### src/rtl/riscv_pkg.sv
// Shared RV64 definitions for the memory stage: datapath width, funct3 access
// size codes, stage state encoding and an access-size helper.
package riscv_pkg;

  localparam int unsigned XLEN = 64;

  localparam logic [2:0] F3_B  = 3'b000;
  localparam logic [2:0] F3_H  = 3'b001;
  localparam logic [2:0] F3_W  = 3'b010;
  localparam logic [2:0] F3_D  = 3'b011;
  localparam logic [2:0] F3_BU = 3'b100;
  localparam logic [2:0] F3_HU = 3'b101;
  localparam logic [2:0] F3_WU = 3'b110;

  typedef enum logic [1:0] {
    ST_IDLE,
    ST_REQ,
    ST_RESP,
    ST_WB
  } mem_state_t;

  // Low-address-bit mask of an access; size is funct3[1:0], so 111 behaves as D.
  function automatic logic [2:0] size_mask(input logic [1:0] f3_size);
    case (f3_size)
      2'b00:   return 3'b000;
      2'b01:   return 3'b001;
      2'b10:   return 3'b011;
      default: return 3'b111;
    endcase
  endfunction

endpackage

### src/rtl/load_align.sv
// Load data alignment: selects the addressed lane of a 64-bit read word and
// sign- or zero-extends it according to funct3.
module load_align
  import riscv_pkg::*;
(
  input  logic [XLEN-1:0] i_rdata,
  input  logic [2:0]      i_offset,
  input  logic [2:0]      i_funct3,
  output logic [XLEN-1:0] o_value
);

  logic [XLEN-1:0] w_shifted;

  assign w_shifted = i_rdata >> {i_offset, 3'b000};

  always_comb begin
    o_value = w_shifted;
    case (i_funct3)
      F3_B:    o_value = {{(XLEN-8){w_shifted[7]}},   w_shifted[7:0]};
      F3_H:    o_value = {{(XLEN-16){w_shifted[15]}}, w_shifted[15:0]};
      F3_W:    o_value = {{(XLEN-32){w_shifted[31]}}, w_shifted[31:0]};
      F3_BU:   o_value = {{(XLEN-8){1'b0}},  w_shifted[7:0]};
      F3_HU:   o_value = {{(XLEN-16){1'b0}}, w_shifted[15:0]};
      F3_WU:   o_value = {{(XLEN-32){1'b0}}, w_shifted[31:0]};
      default: o_value = w_shifted;
    endcase
  end

endmodule

### src/rtl/mem_stage.sv
// RV64 memory-access stage: one outstanding valid/ready data-memory access,
// load alignment and a single writeback record. Option: MEM_STAGE_MISALIGN_TRAP_EN.
module mem_stage
  import riscv_pkg::*;
(
  input  logic            clk,
  input  logic            reset,
  input  logic            ex_valid,
  output logic            ex_ready,
  input  logic [XLEN-1:0] ex_data,
  input  logic [4:0]      ex_dest,
  input  logic [XLEN-1:0] ex_store_data,
  input  logic            ex_is_load,
  input  logic            ex_is_store,
  input  logic [2:0]      ex_funct3,
  output logic            mem_req_valid,
  input  logic            mem_req_ready,
  output logic [XLEN-1:0] mem_addr,
  output logic            mem_we,
  output logic [XLEN-1:0] mem_wdata,
  output logic [7:0]      mem_wstrb,
  input  logic            mem_resp_valid,
  input  logic [XLEN-1:0] mem_rdata,
  output logic            wb_valid,
  output logic            wb_en,
  output logic [4:0]      wb_dest,
  output logic [XLEN-1:0] wb_data,
  output logic            misalign_exc
);

  mem_state_t      r_state;
  mem_state_t      w_next;
  logic [XLEN-1:0] r_addr;
  logic [XLEN-1:0] r_store_data;
  logic [XLEN-1:0] r_wb_data;
  logic [4:0]      r_dest;
  logic            r_is_load;
  logic            r_is_store;
  logic [2:0]      r_funct3;
  logic            r_trap;

  logic            w_accept;
  logic            w_ex_mem;
  logic            w_ex_trap;
  logic [2:0]      w_off;
  logic [XLEN-1:0] w_load_val;
  logic [7:0]      w_wstrb;
  logic [XLEN-1:0] w_wdata;

  assign w_accept = (r_state == ST_IDLE) && ex_valid;
  assign w_ex_mem = ex_is_load || ex_is_store;

`ifdef MEM_STAGE_MISALIGN_TRAP_EN
  assign w_ex_trap    = w_ex_mem && ((ex_data[2:0] & size_mask(ex_funct3[1:0])) != 3'b000);
  assign misalign_exc = (r_state == ST_WB) && r_trap;
`else
  assign w_ex_trap    = 1'b0;
  assign misalign_exc = 1'b0;
`endif

  // Bits below the access size are dropped so a misaligned access stays inside its word.
  assign w_off = r_addr[2:0] & ~size_mask(r_funct3[1:0]);

  load_align u_load_align (
    .i_rdata  (mem_rdata),
    .i_offset (w_off),
    .i_funct3 (r_funct3),
    .o_value  (w_load_val)
  );

  always_comb begin
    w_next = r_state;
    unique case (r_state)
      ST_IDLE: if (ex_valid) w_next = (!w_ex_mem || w_ex_trap) ? ST_WB : ST_REQ;
      ST_REQ:  if (mem_req_ready) w_next = ST_RESP;
      ST_RESP: if (mem_resp_valid) w_next = ST_WB;
      ST_WB:   w_next = ST_IDLE;
      default: w_next = ST_IDLE;
    endcase
  end

  always_comb begin
    w_wstrb = '0;
    w_wdata = '0;
    if (r_is_store) begin
      case (r_funct3[1:0])
        2'b00:   w_wstrb = 8'h01 << w_off;
        2'b01:   w_wstrb = 8'h03 << w_off;
        2'b10:   w_wstrb = 8'h0F << w_off;
        default: w_wstrb = 8'hFF;
      endcase
      w_wdata = r_store_data << {w_off, 3'b000};
    end
  end

  always_ff @(posedge clk or negedge reset) begin
    if (!reset) begin
      r_state      <= ST_IDLE;
      r_addr       <= '0;
      r_store_data <= '0;
      r_wb_data    <= '0;
      r_dest       <= '0;
      r_is_load    <= 1'b0;
      r_is_store   <= 1'b0;
      r_funct3     <= '0;
      r_trap       <= 1'b0;
    end else begin
      r_state <= w_next;
      if (w_accept) begin
        r_addr       <= ex_data;
        r_store_data <= ex_store_data;
        r_dest       <= ex_dest;
        r_is_load    <= ex_is_load;
        r_is_store   <= ex_is_store;
        r_funct3     <= ex_funct3;
        r_trap       <= w_ex_trap;
        r_wb_data    <= w_ex_mem ? '0 : ex_data;
      end else if ((r_state == ST_RESP) && mem_resp_valid) begin
        r_wb_data <= r_is_store ? '0 : w_load_val;
      end
    end
  end

  assign ex_ready      = (r_state == ST_IDLE);
  assign mem_req_valid = (r_state == ST_REQ);
  assign mem_addr      = {r_addr[XLEN-1:3], 3'b000};
  assign mem_we        = r_is_store;
  assign mem_wdata     = w_wdata;
  assign mem_wstrb     = w_wstrb;
  assign wb_valid      = (r_state == ST_WB);
  assign wb_en         = (r_state == ST_WB) && !r_trap && !r_is_store && (r_dest != 5'd0);
  assign wb_dest       = r_dest;
  assign wb_data       = r_wb_data;

endmodule
### config.mk
export PLATFORM = sky130hd
export DESIGN_NAME = mem_stage
export DESIGN_NICKNAME = d
export VERILOG_FILES = /design/src/rtl/riscv_pkg.sv /design/src/rtl/load_align.sv /design/src/rtl/mem_stage.sv
export SDC_FILE = /design/constraint.sdc
export NUM_CORES = 1
export LEC_CHECK = 0
export CORE_MARGIN = 10
export CORE_UTILIZATION = 40
export CTS_BUF_LIST = sky130_fd_sc_hd__clkbuf_4 sky130_fd_sc_hd__clkbuf_8
export DETAILED_ROUTE_END_ITERATION = 16
export PLACE_DENSITY = 0.72
export SLEW_MARGIN = 40
export SYNTH_ARGS = -nofsm -noshare
export SYNTH_HDL_FRONTEND = slang
export SYNTH_HIERARCHICAL = 1
export SYNTH_SLANG_ARGS = --single-unit
### constraint.sdc
create_clock -name clk -period 4.2 [get_ports clk]
set_input_delay 0.84 -clock clk [delete_from_list [all_inputs] [get_ports clk]]
set_output_delay 0.84 -clock clk [all_outputs]
set_load 0.02 [all_outputs]
After elaboration in Yosys (flattened, before gate mapping)
Index checks and enable logic that the tools add are counted.
- shift operators: 5
- reductions and logical operators: 12
- eq/ne operators: 13
- bitwise logic cells: 2
- muxes and demuxes: 14
- operators by type and width (kind ; count):
    case mux 64 bit (6 select lines) ; 1
    two-way mux 64 bit ; 5
    << shifter 64 x 6 -> 64 bit ; 1
    right shift 64 x 6 -> 64 bit ; 1
    case mux 8 bit (3 select lines) ; 1
    == test 3 bit, second input constant ; 3
    case mux 3 bit (3 select lines) ; 1
    two-way mux 2 bit ; 4
    two-way mux 8 bit ; 1
    case mux 2 bit (4 select lines) ; 1
    << shifter 1 x 3 -> 8 bit, first input constant ; 1
    << shifter 2 x 3 -> 8 bit, first input constant ; 1
    << shifter 4 x 3 -> 8 bit, first input constant ; 1
    == test 2 bit, second input constant ; 3
    nonzero test 5 bit ; 1
    == test 2 x 1 -> 1 bit, second input constant ; 2
    logical AND 1 bit ; 4
    logical NOT 2 bit ; 2
    inequality test 2 bit, second input constant ; 2
    bitwise AND 3 bit ; 1
    == test 3 x 1 -> 1 bit, second input constant ; 1
    == test 3 x 2 -> 1 bit, second input constant ; 1
    logical NOT 3 bit ; 1
    inverter 3 bit ; 1
    5 further kinds ; 5
- bits in registers: 203
- input port bits: 207
- output and inout port bits: 211
- logic and storage cells: 53

Longest topological paths before layout
Gate-level depths: netlist (run 1).
- word-level depth: 9
- mapped depth: 16

Cells and area by module
Netlist (run 1), hierarchy kept.
- by module, submodules not included (module ; times used ; cells an instance ; area an instance (um^2) ; seq. area each (um^2)):
    mem_stage ; 1 ; 979 ; 10561.4 ; 5079.9
    load_align ; 1 ; 293 ; 2338.5 ; 0.0

Worst setup path before layout (run 1)
Ideal clock, no wire load.
- path kind: register -> register
- start: register r_funct3[0]
- end: register r_wb_data[45] (netlist: wb_data[45])
- required time: 4117 ps
- path slack: 928 ps
- period minus slack after synthesis: 3272 ps
- path buffers: 5
- cell stages (with the launch flop): 16
- arrival: 3189 ps
- setup time: 83 ps
- cell sequence: dfrtp_1 inv_1 ha_1 or3b_4 inv_6 buf_12 buf_4 buf_6 mux2i_1 mux4_2 or4_4 buf_6 buf_6 nand4_1 a22oi_1 o21ai_0
- cells in the longest elaborated chain, start to end: 9
- elaborated cells between the ends (all ways): 17
- RTL lines (element ; RTL line ; RTL):
    start: declaration ; mem_stage.sv:39 ; logic [2:0] r_funct3;
    start signal: assignment ; mem_stage.sv:115 ; r_funct3 <= ex_funct3;
    == test 2 bit (tied with other cells) ; riscv_pkg.sv:24 ; case (f3_size)
    case mux 3 bit (3 select lines) (*) ; riscv_pkg.sv:24 ;
    inverter 3 bit (*) ; mem_stage.sv:62 ; assign w_off = r_addr[2:0] & ~size_mask(r_funct3[1:0]);
    bitwise AND 3 bit (*) ; mem_stage.sv:62 ;
    net w_off[1] ; mem_stage.sv:45 ; logic [2:0] w_off;
    right shift 64 x 6 -> 64 bit (*) ; load_align.sv:14 ; assign w_shifted = i_rdata >> {i_offset, 3'b000};
    case mux 64 bit (6 select lines) (*) ; load_align.sv:18 ; case (i_funct3)
    net w_load_val[45] ; mem_stage.sv:46 ; logic [XLEN-1:0] w_load_val;
    two-way mux 64 bit (*) ; mem_stage.sv:119 ; r_wb_data <= r_is_store ? '0 : w_load_val;
    two-way mux 64 bit (*) ; mem_stage.sv:118 ; end else if ((r_state == ST_RESP) && mem_resp_valid) begin
    two-way mux 64 bit (*) ; mem_stage.sv:109 ; if (w_accept) begin
    end signal: assignment ; mem_stage.sv:117 ; r_wb_data <= w_ex_mem ? '0 : ex_data;
    end signal: assignment ; mem_stage.sv:119 ;
    end: declaration ; mem_stage.sv:35 ; logic [XLEN-1:0] r_wb_data;
Mark *: on every way through the listed nets, which the timed path passes. The rest lies on a longest branch. The select of a mux whose other input is x is not followed.
A chain may end at the register's enable or synchronous reset.

Final worst setup path (run 1)
- start: register r_funct3[0]
- end: output mem_wdata[49]
- cells in the longest elaborated chain, start to end: 6
- elaborated cells between the ends (all ways): 8
- RTL lines (element ; RTL line ; RTL):
    == test 2 bit (tied with other cells) ; riscv_pkg.sv:24 ;
    case mux 3 bit (3 select lines) (*) ; riscv_pkg.sv:24 ;
    inverter 3 bit (*) ; mem_stage.sv:62 ;
    bitwise AND 3 bit (*) ; mem_stage.sv:62 ;
    << shifter 64 x 6 -> 64 bit (*) ; mem_stage.sv:92 ; w_wdata = r_store_data << {w_off, 3'b000};
    two-way mux 64 bit (*) ; mem_stage.sv:85 ; if (r_is_store) begin
    end: declaration ; mem_stage.sv:20 ; output logic [XLEN-1:0] mem_wdata,
Mark *: on every way between the ends. The rest lies on a longest branch, timed or not.

==> results of run 1 <==
==> repair_timing <==
item | 4_1_cts | 5_1_grt
cloned | 1 | 1
gates resized for setup | 3 | 20
hold endpoints to repair | 0 | 0
setup buffers | 1 | 1
setup endpoints to repair | 40 | 34
pin swaps | 1 | 1
==> through the flow <==
step / area (um2) / total power (uW) / TNS, ps
finish: 17700 / 16600 / 0
CTS: 17600 / 16500 / 0
global route: 17700 / 17500 / -2.65
global placement: 16800 / 14200 / 0
floorplan: 12900 / 10400 / 0
detailed placement: 16800 / 14300 / 0
==> per-layer routing <==
| metal | share of wire (%) | vias to the layer above | track usage [%] |
|---|---|---|---|
| li1 | - | 5218 | - |
| met1 | 37 | 5728 | 30.3 |
| met2 | 47 | 636 | 43.1 |
| met3 | 11 | 141 | 9.99 |
| met4 | 4.1 | 20 | 10.8 |
| met5 | 0.24 | - | 0 |
==> cell families (layout without fill, tap and decap cells) <==
group | Yosys count | in the layout
fa+ha+maj | 10 | 10
compound gates | 287 | 287
buf+inv | 192 | 523
other cells | 1 | 8
flops | 203 | 203
mux | 249 | 249
simple gates | 330 | 330
==> final cells by class <==
class                      instances  area [um2]  share of cell area [%]
multi-input combinational        880        6780                    38.3
sequential                       203        5080                    28.7
timing repair buffer             443        4450                    25.1
clock buffer                      60         738                    4.17
tap                              402         503                    2.84
inverter                          14        91.3                   0.516
clock inverter                     4        45.0                   0.254
timing repair inverter             2        17.5                  0.0989
antenna                            4        10.0                  0.0565
==> power by group through the flow <==
stage | logic (uW) | clock network, uW | registers [uW]
after floorplan | 6620 | 0 | 3750
after global placement | 10500 | 0 | 3670
after detailed placement | 10600 | 0 | 3700
after CTS | 10700 | 2070 | 3670
after global routing | 11500 | 2140 | 3790
final | 10800 | 2020 | 3690
==> Yosys cell counts, types with 11 or more instances <==
library cell,count,share of area [%]
clkbuf_1,51,1.5
a21oi_1,20,0.78
a32oi_1,24,1.6
dfrtp_1,203,39
inv_1,12,0.35
o211a_1,16,1.2
nand4_1,30,1.5
nand3_1,14,0.54
mux2_2,147,13
nand2_1,182,5.3
and2_1,22,1.1
mux4_2,31,5.4
o21ai_0,98,3.8
buf_4,72,4.2
nor2_1,25,0.73
buf_2,43,1.7
o21ai_1,11,0.43
and3_1,24,1.2
mux2i_1,71,5.5
o2bb2ai_1,16,1.1
a22oi_1,73,4.2
==> worst register-to-register path, stage by stage (launching register included) <==
cell and delay [ps]:
dfrtp_1 370, buf_4 160, ha_1 260, or3b_4 450
buf_4 220, inv_6 180, buf_4 590, nand2b_1 360
o221ai_1 290, nand4_1 120, buf_4 300, nand4_1 240
a22oi_1 80, o21ai_0 200
==> cell usage in the layout, fill, tap and decap left out, drive strengths merged, types with 5 or more instances in the layout <==
| cell | instances |
|---|---|
| inv | 14 |
| o21ai | 109 |
| o2111ai | 5 |
| clkdlybuf4s50 | 400 |
| and2 | 25 |
| a22oi | 73 |
| dfrtp | 203 |
| a32oi | 24 |
| a211oi | 8 |
| nand4 | 30 |
| dlymetal6s2s | 6 |
| mux2i | 71 |
| mux2 | 147 |
| clkbuf | 61 |
| a21oi | 20 |
| nor2 | 28 |
| o211a | 16 |
| nand2 | 182 |
| o2bb2ai | 16 |
| and3 | 24 |
| buf | 36 |
| ha | 10 |
| mux4 | 31 |
| nor2b | 10 |
| nand3 | 18 |
==> flip-flops by register name (all words and copies together), names as in the netlist <==
signal / flops
mem_we: 1
r_addr: 64
r_funct3: 3
r_state: 2
r_store_data: 64
wb_data: 64
wb_dest: 5
==> path summary, 6_finish.rpt <==
| check | start | end | slack [ps] | cells past startpoint |
|---|---|---|---|---|
| setup / recovery | r_funct3[0]$_DFFE_PN0P_ | mem_wdata[49] | 100 | 8 |
| hold / removal | reset | r_addr[40]$_DFFE_PN0P_ | 330 | 1 |
| setup reg to reg | r_funct3[0]$_DFFE_PN0P_ | wb_data[40]$_DFFE_PN0P_ | 310 | 13 |
| hold reg to reg | wb_data[9]$_DFFE_PN0P_ | wb_data[9]$_DFFE_PN0P_ | 480 | 2 |
| max in group asynchronous | reset | r_addr[42]$_DFFE_PN0P_ | 2900 | 2 |
| min in group clk | wb_data[9]$_DFFE_PN0P_ | wb_data[9]$_DFFE_PN0P_ | 480 | 2 |
==> out/results.txt, run 1 <==
Sequential share of the synthesized area: 39.4%
IO buf count: 413
# nets final: 1799
Max Cap Viol: 0
Filler cells: 2780
Place WS: 333 ps
Largest net degree at the start of global routing: 97
Vias: 11700
CTS H-Tree Depth: 2
Post-Place Cells: 1940
Max-slew violations: 0
HPWL Detailed: 41000 um
CTS buffer count: 38
Synth Area in Adders: 0.970%
I/O pin count: 418
DRC viols: 0
Clock Path Buffers: 3
Clk_skew: 23.3 ps
Share of layout cells above drive strength 1: 18.9%
Worst-path cell chain: buf_4 -> ha_1 -> or3b_4 -> inv_12 -> mux2i_1 -> o2bb2ai_1 -> o211a_1 -> clkdlybuf4s50_1
Clock Latency Late Sink: 550 ps
Cts hold-fix bufs: 0
CP delay by family, top: buffers and inverters
Max_slew headroom: 44.2%
Final Hold Vio Count: 0
CP max FO: 21
Final period utilization: 97.6%
Yosys cell types: 54
Initial core utilization: 40.7%
Ys flop type: dfrtp_1
CTS tree: done
Post-layout min period: 4100 ps
Static leakage: 0.00745 uW
Syn avg cell area: 10.1 um2
Chip Width: 200 um
Crit Path Class: reg2out
Sequential share of power: 22.3%
Synth warn: 6
Global-route wire length before repair: 79000 um
CP endpoint kind: output pin
Pint: 8840 uW
CP max stage delay: 550 ps
Startpoint class of the critical path: flop
Routed len/inst: 27.0 um
Switching part of the total: 46.6%
Synthesized cell area: 12900 um2
Antenna-violating nets left: 0
DR vias/cell: 5.84
Least-Margin Pin Slew: 837 ps
Worst Hold Class: in2async
Pwr/cell area: 934 nW/um2
Psw: 7710 uW
Fmax: 244 MHz
Worst-path clk slew: 60 ps
Routability cong.: 0.955
Mux contribution to synthesized area: 23.8%
Outcome: complete, no violations
Total routed wirelength: 54400 um
Die area: 39800 um2
WP data arrival: 3260 ps
Post-synth EDFFs: 0
Root buffer cell: clkbuf_8
Logic pwr share: 65.5%
Largest family of logic cells by synthesized area: multiplexers
Worst path bufs/invs: 3
CTS Sinks: 203
Area Growth Syn to Fin: 37.3%
Yosys reg bits: 203
Finished Core Util: 55.9%
Initial antenna violation count: 14
Fraction of registers with async set/reset: 100%
Post-synthesis cell count: 1272
Core box area: 31700 um2
FP Rows: 65
Final setup vio count: 0
Die Height: 200 um
Worst-path cell with the longest stage delay: clkdlybuf4s50_1
Simple-gate share of the synthesized area: 12.3%
Peak supply drop: 0.773 mV
Drt pass-1 iters: 6
Critical Path RT: 3360 ps
Via count of the first global-routing pass: 12000
Grt ovf: 0
Total track usage: 26.3%
Iteration-0 DRC Markers: 1059
Clock share of power: 12.2%
Compound-cell area share of the yosys netlist: 15.0%
Xor and xnor area share after synthesis: 0%
Non-Filler Instances: 2012
Final setup margin: 101 ps
Hold WS: 328 ps
Power figures use the tool's default switching activity.
==> inputs of run 2 (changes only) <==
--- a/config.mk
+++ b/config.mk
@@ -9,7 +9,7 @@
 export CORE_UTILIZATION = 40
 export CTS_BUF_LIST = sky130_fd_sc_hd__clkbuf_4 sky130_fd_sc_hd__clkbuf_8
 export DETAILED_ROUTE_END_ITERATION = 16
-export PLACE_DENSITY = 0.72
+export PLACE_DENSITY_LB_ADDON = 0.05
 export SLEW_MARGIN = 40
 export SYNTH_ARGS = -nofsm -noshare
 export SYNTH_HDL_FRONTEND = slang
==> out/results.txt, run 2 (same netlist as run 1, synthesis figures left out) <==
Final setup margin: 106 ps (was 101 ps)
Post-layout min period: 4090 ps (was 4100 ps)
Cts hold-fix bufs: 0 (unchanged)
Worst r2r src: r_funct3[0]$_DFFE_PN0P_ (unchanged)
Filler cells: 2859 (was 2780)
Routed len/inst: 26.2 um (was 27.0 um)
Global-route wire length before repair: 76500 um (was 79000 um)
Static leakage: 0.00739 uW (was 0.00745 uW)
Die area: 39800 um2 (unchanged)
RSZ-0062 raised after global routing: yes
Die Height: 200 um (unchanged)
Worst Hold Class: in2async (unchanged)
Vias: 11600 (was 11700)
Finished Core Util: 55.9% (about the same)
Cells on worst reg2reg path: 11 (was 13)
R2r endpoint: wb_data[49]$_DFFE_PN0P_ (was wb_data[40]$_DFFE_PN0P_)
Fmax: 244 MHz (about the same)
Initial core utilization: 40.7% (unchanged)
# nets final: 1796 (was 1799)
Least-Margin Pin Slew: 765 ps (was 837 ps)
Max Cap Viol: 0 (unchanged)
Outcome: complete, no violations (unchanged)
Drt pass-1 iters: 5 (was 6)
Largest net degree at the start of global routing: 76 (was 97)
CP endpoint kind: output pin (unchanged)
Total routed wirelength: 52600 um (was 54400 um)
I/O pin count: 418 (unchanged)
Critical Path Start: r_funct3[0]$_DFFE_PN0P_ (unchanged)
Place WS: 283 ps (was 333 ps)
Root buffer cell: clkbuf_8 (unchanged)
Peak supply drop: 0.640 mV (was 0.773 mV)
Grt ovf: 0 (unchanged)
DR vias/cell: 5.74 (was 5.84)
Share of layout cells above drive strength 1: 18.8% (was 18.9%)
Crit Path Class: reg2out (unchanged)
CTS tree: done (unchanged)
Initial antenna violation count: 10 (was 14)
Max-slew violations: 0 (unchanged)
DRC viols: 0 (unchanged)
HPWL Detailed: 39200 um (was 41000 um)
Clock Path Buffers: 3 (unchanged)
CTS buffer count: 39 (was 38)
CP max FO: 27 (was 21)
Iteration-0 DRC Markers: 1100 (was 1059)
Final Hold Vio Count: 0 (unchanged)
Final period utilization: 97.5% (was 97.6%)
Chip Width: 200 um (unchanged)
Clock Latency Late Sink: 550 ps (about the same)
Via count of the first global-routing pass: 11700 (was 12000)
Hold WS: 285 ps (was 328 ps)
R2R Setup Slk: 380 ps (was 310 ps)
Final setup vio count: 0 (unchanged)
Antenna-violating nets left: 0 (unchanged)
Area Growth Syn to Fin: 37.4% (was 37.3%)
Max_slew headroom: 49.0% (was 44.2%)
Commonest non-fill, non-tap cells in the layout: 409 x clkdlybuf4s50_1, 203 x dfrtp_1, 180 x nand2_1 (was 400 x clkdlybuf4s50_1, 203 x dfrtp_1, 180 x nand2_1)
Pwr/cell area: 931 nW/um2 (was 934 nW/um2)
Critical Path RT: 3360 ps (about the same)
Most common cell after layout, fill and taps aside: clkdlybuf4s50_1 (unchanged)
Worst-path clk slew: 60 ps (about the same)
Total track usage: 25.4% (was 26.3%)
Routability cong.: 0.932 (was 0.955)
Startpoint class of the critical path: flop (unchanged)
WP data arrival: 3250 ps (was 3260 ps)
IO buf count: 413 (unchanged)
Core box area: 31700 um2 (unchanged)
Clk_skew: 24.8 ps (was 23.3 ps)
CTS Sinks: 203 (unchanged)
CTS H-Tree Depth: 2 (unchanged)
FP Rows: 65 (unchanged)
## run 2: power by group
| part | switching [uW] | internal [uW] | leakage [uW] |
|---|---|---|---|
| Sequential | 783 | 2900 | 0.00250 |
| Clock | 882 | 1170 | 0.000423 |
| Combinational | 6000 | 4760 | 0.00447 |
## run 2: what timing repair did
action,CTS,global route
gates cloned,1,0
buffers inserted,2,0
endpoints found under the hold margin,0,0
pin swaps,2,0
setup endpoints to repair,49,25
gates resized for setup,6,17
## run 2: worst max path at each step
stage / end / slack, ps
3_5_place_dp: mem_wdata[27] / 280
2_1_floorplan: wb_data[45]$_DFFE_PN0P_ / 930
3_3_place_gp: mem_wdata[59] / 310
6_report: mem_wdata[58] / 110
5_1_grt: mem_wstrb[5] / -30
4_1_cts: mem_wstrb[1] / 10
## run 2: through the flow
stage	power (uW)	area, um2	instances	TNS [ps]
global route	17400	17700	2012	-44.4
global placement	14200	16800	1937	0
detailed placement	14200	16800	1937	0
floorplan	10400	12900	1275	0
finish	16500	17700	2013	0
CTS	16500	17600	2007	0
## run 2: per-layer routing
metal,GRT usage (%),vias to the layer above,part of all wire (%)
met5,0,-,0.049
met4,9.23,4,2.9
met3,7.67,90,9.2
met2,42.3,532,49
met1,30.2,5706,39
li1,-,5225,-
## run 2: area by class of cell
cell class / count / area [um2] / share of cell area, %
Antenna cell: 6 / 15.0 / 0.0847
Clock buffer: 60 / 732 / 4.13
Clock inverter: 7 / 68.8 / 0.388
Inverter: 14 / 95.1 / 0.536
Multi-Input combinational cell: 880 / 6800 / 38.4
Sequential cell: 203 / 5080 / 28.7
Tap cell: 402 / 503 / 2.84
Timing Repair Buffer: 440 / 4420 / 25.0
Timing Repair inverter: 1 / 8.76 / 0.0494
## run 2: critical path: stages (launching register included)
cell	delay [ps]
dfrtp_1	370
inv_1	90
ha_1	270
or3b_4	490
inv_16	150
mux2i_1	330
a22oi_1	200
o211a_1	260
clkdlybuf4s50_1	540
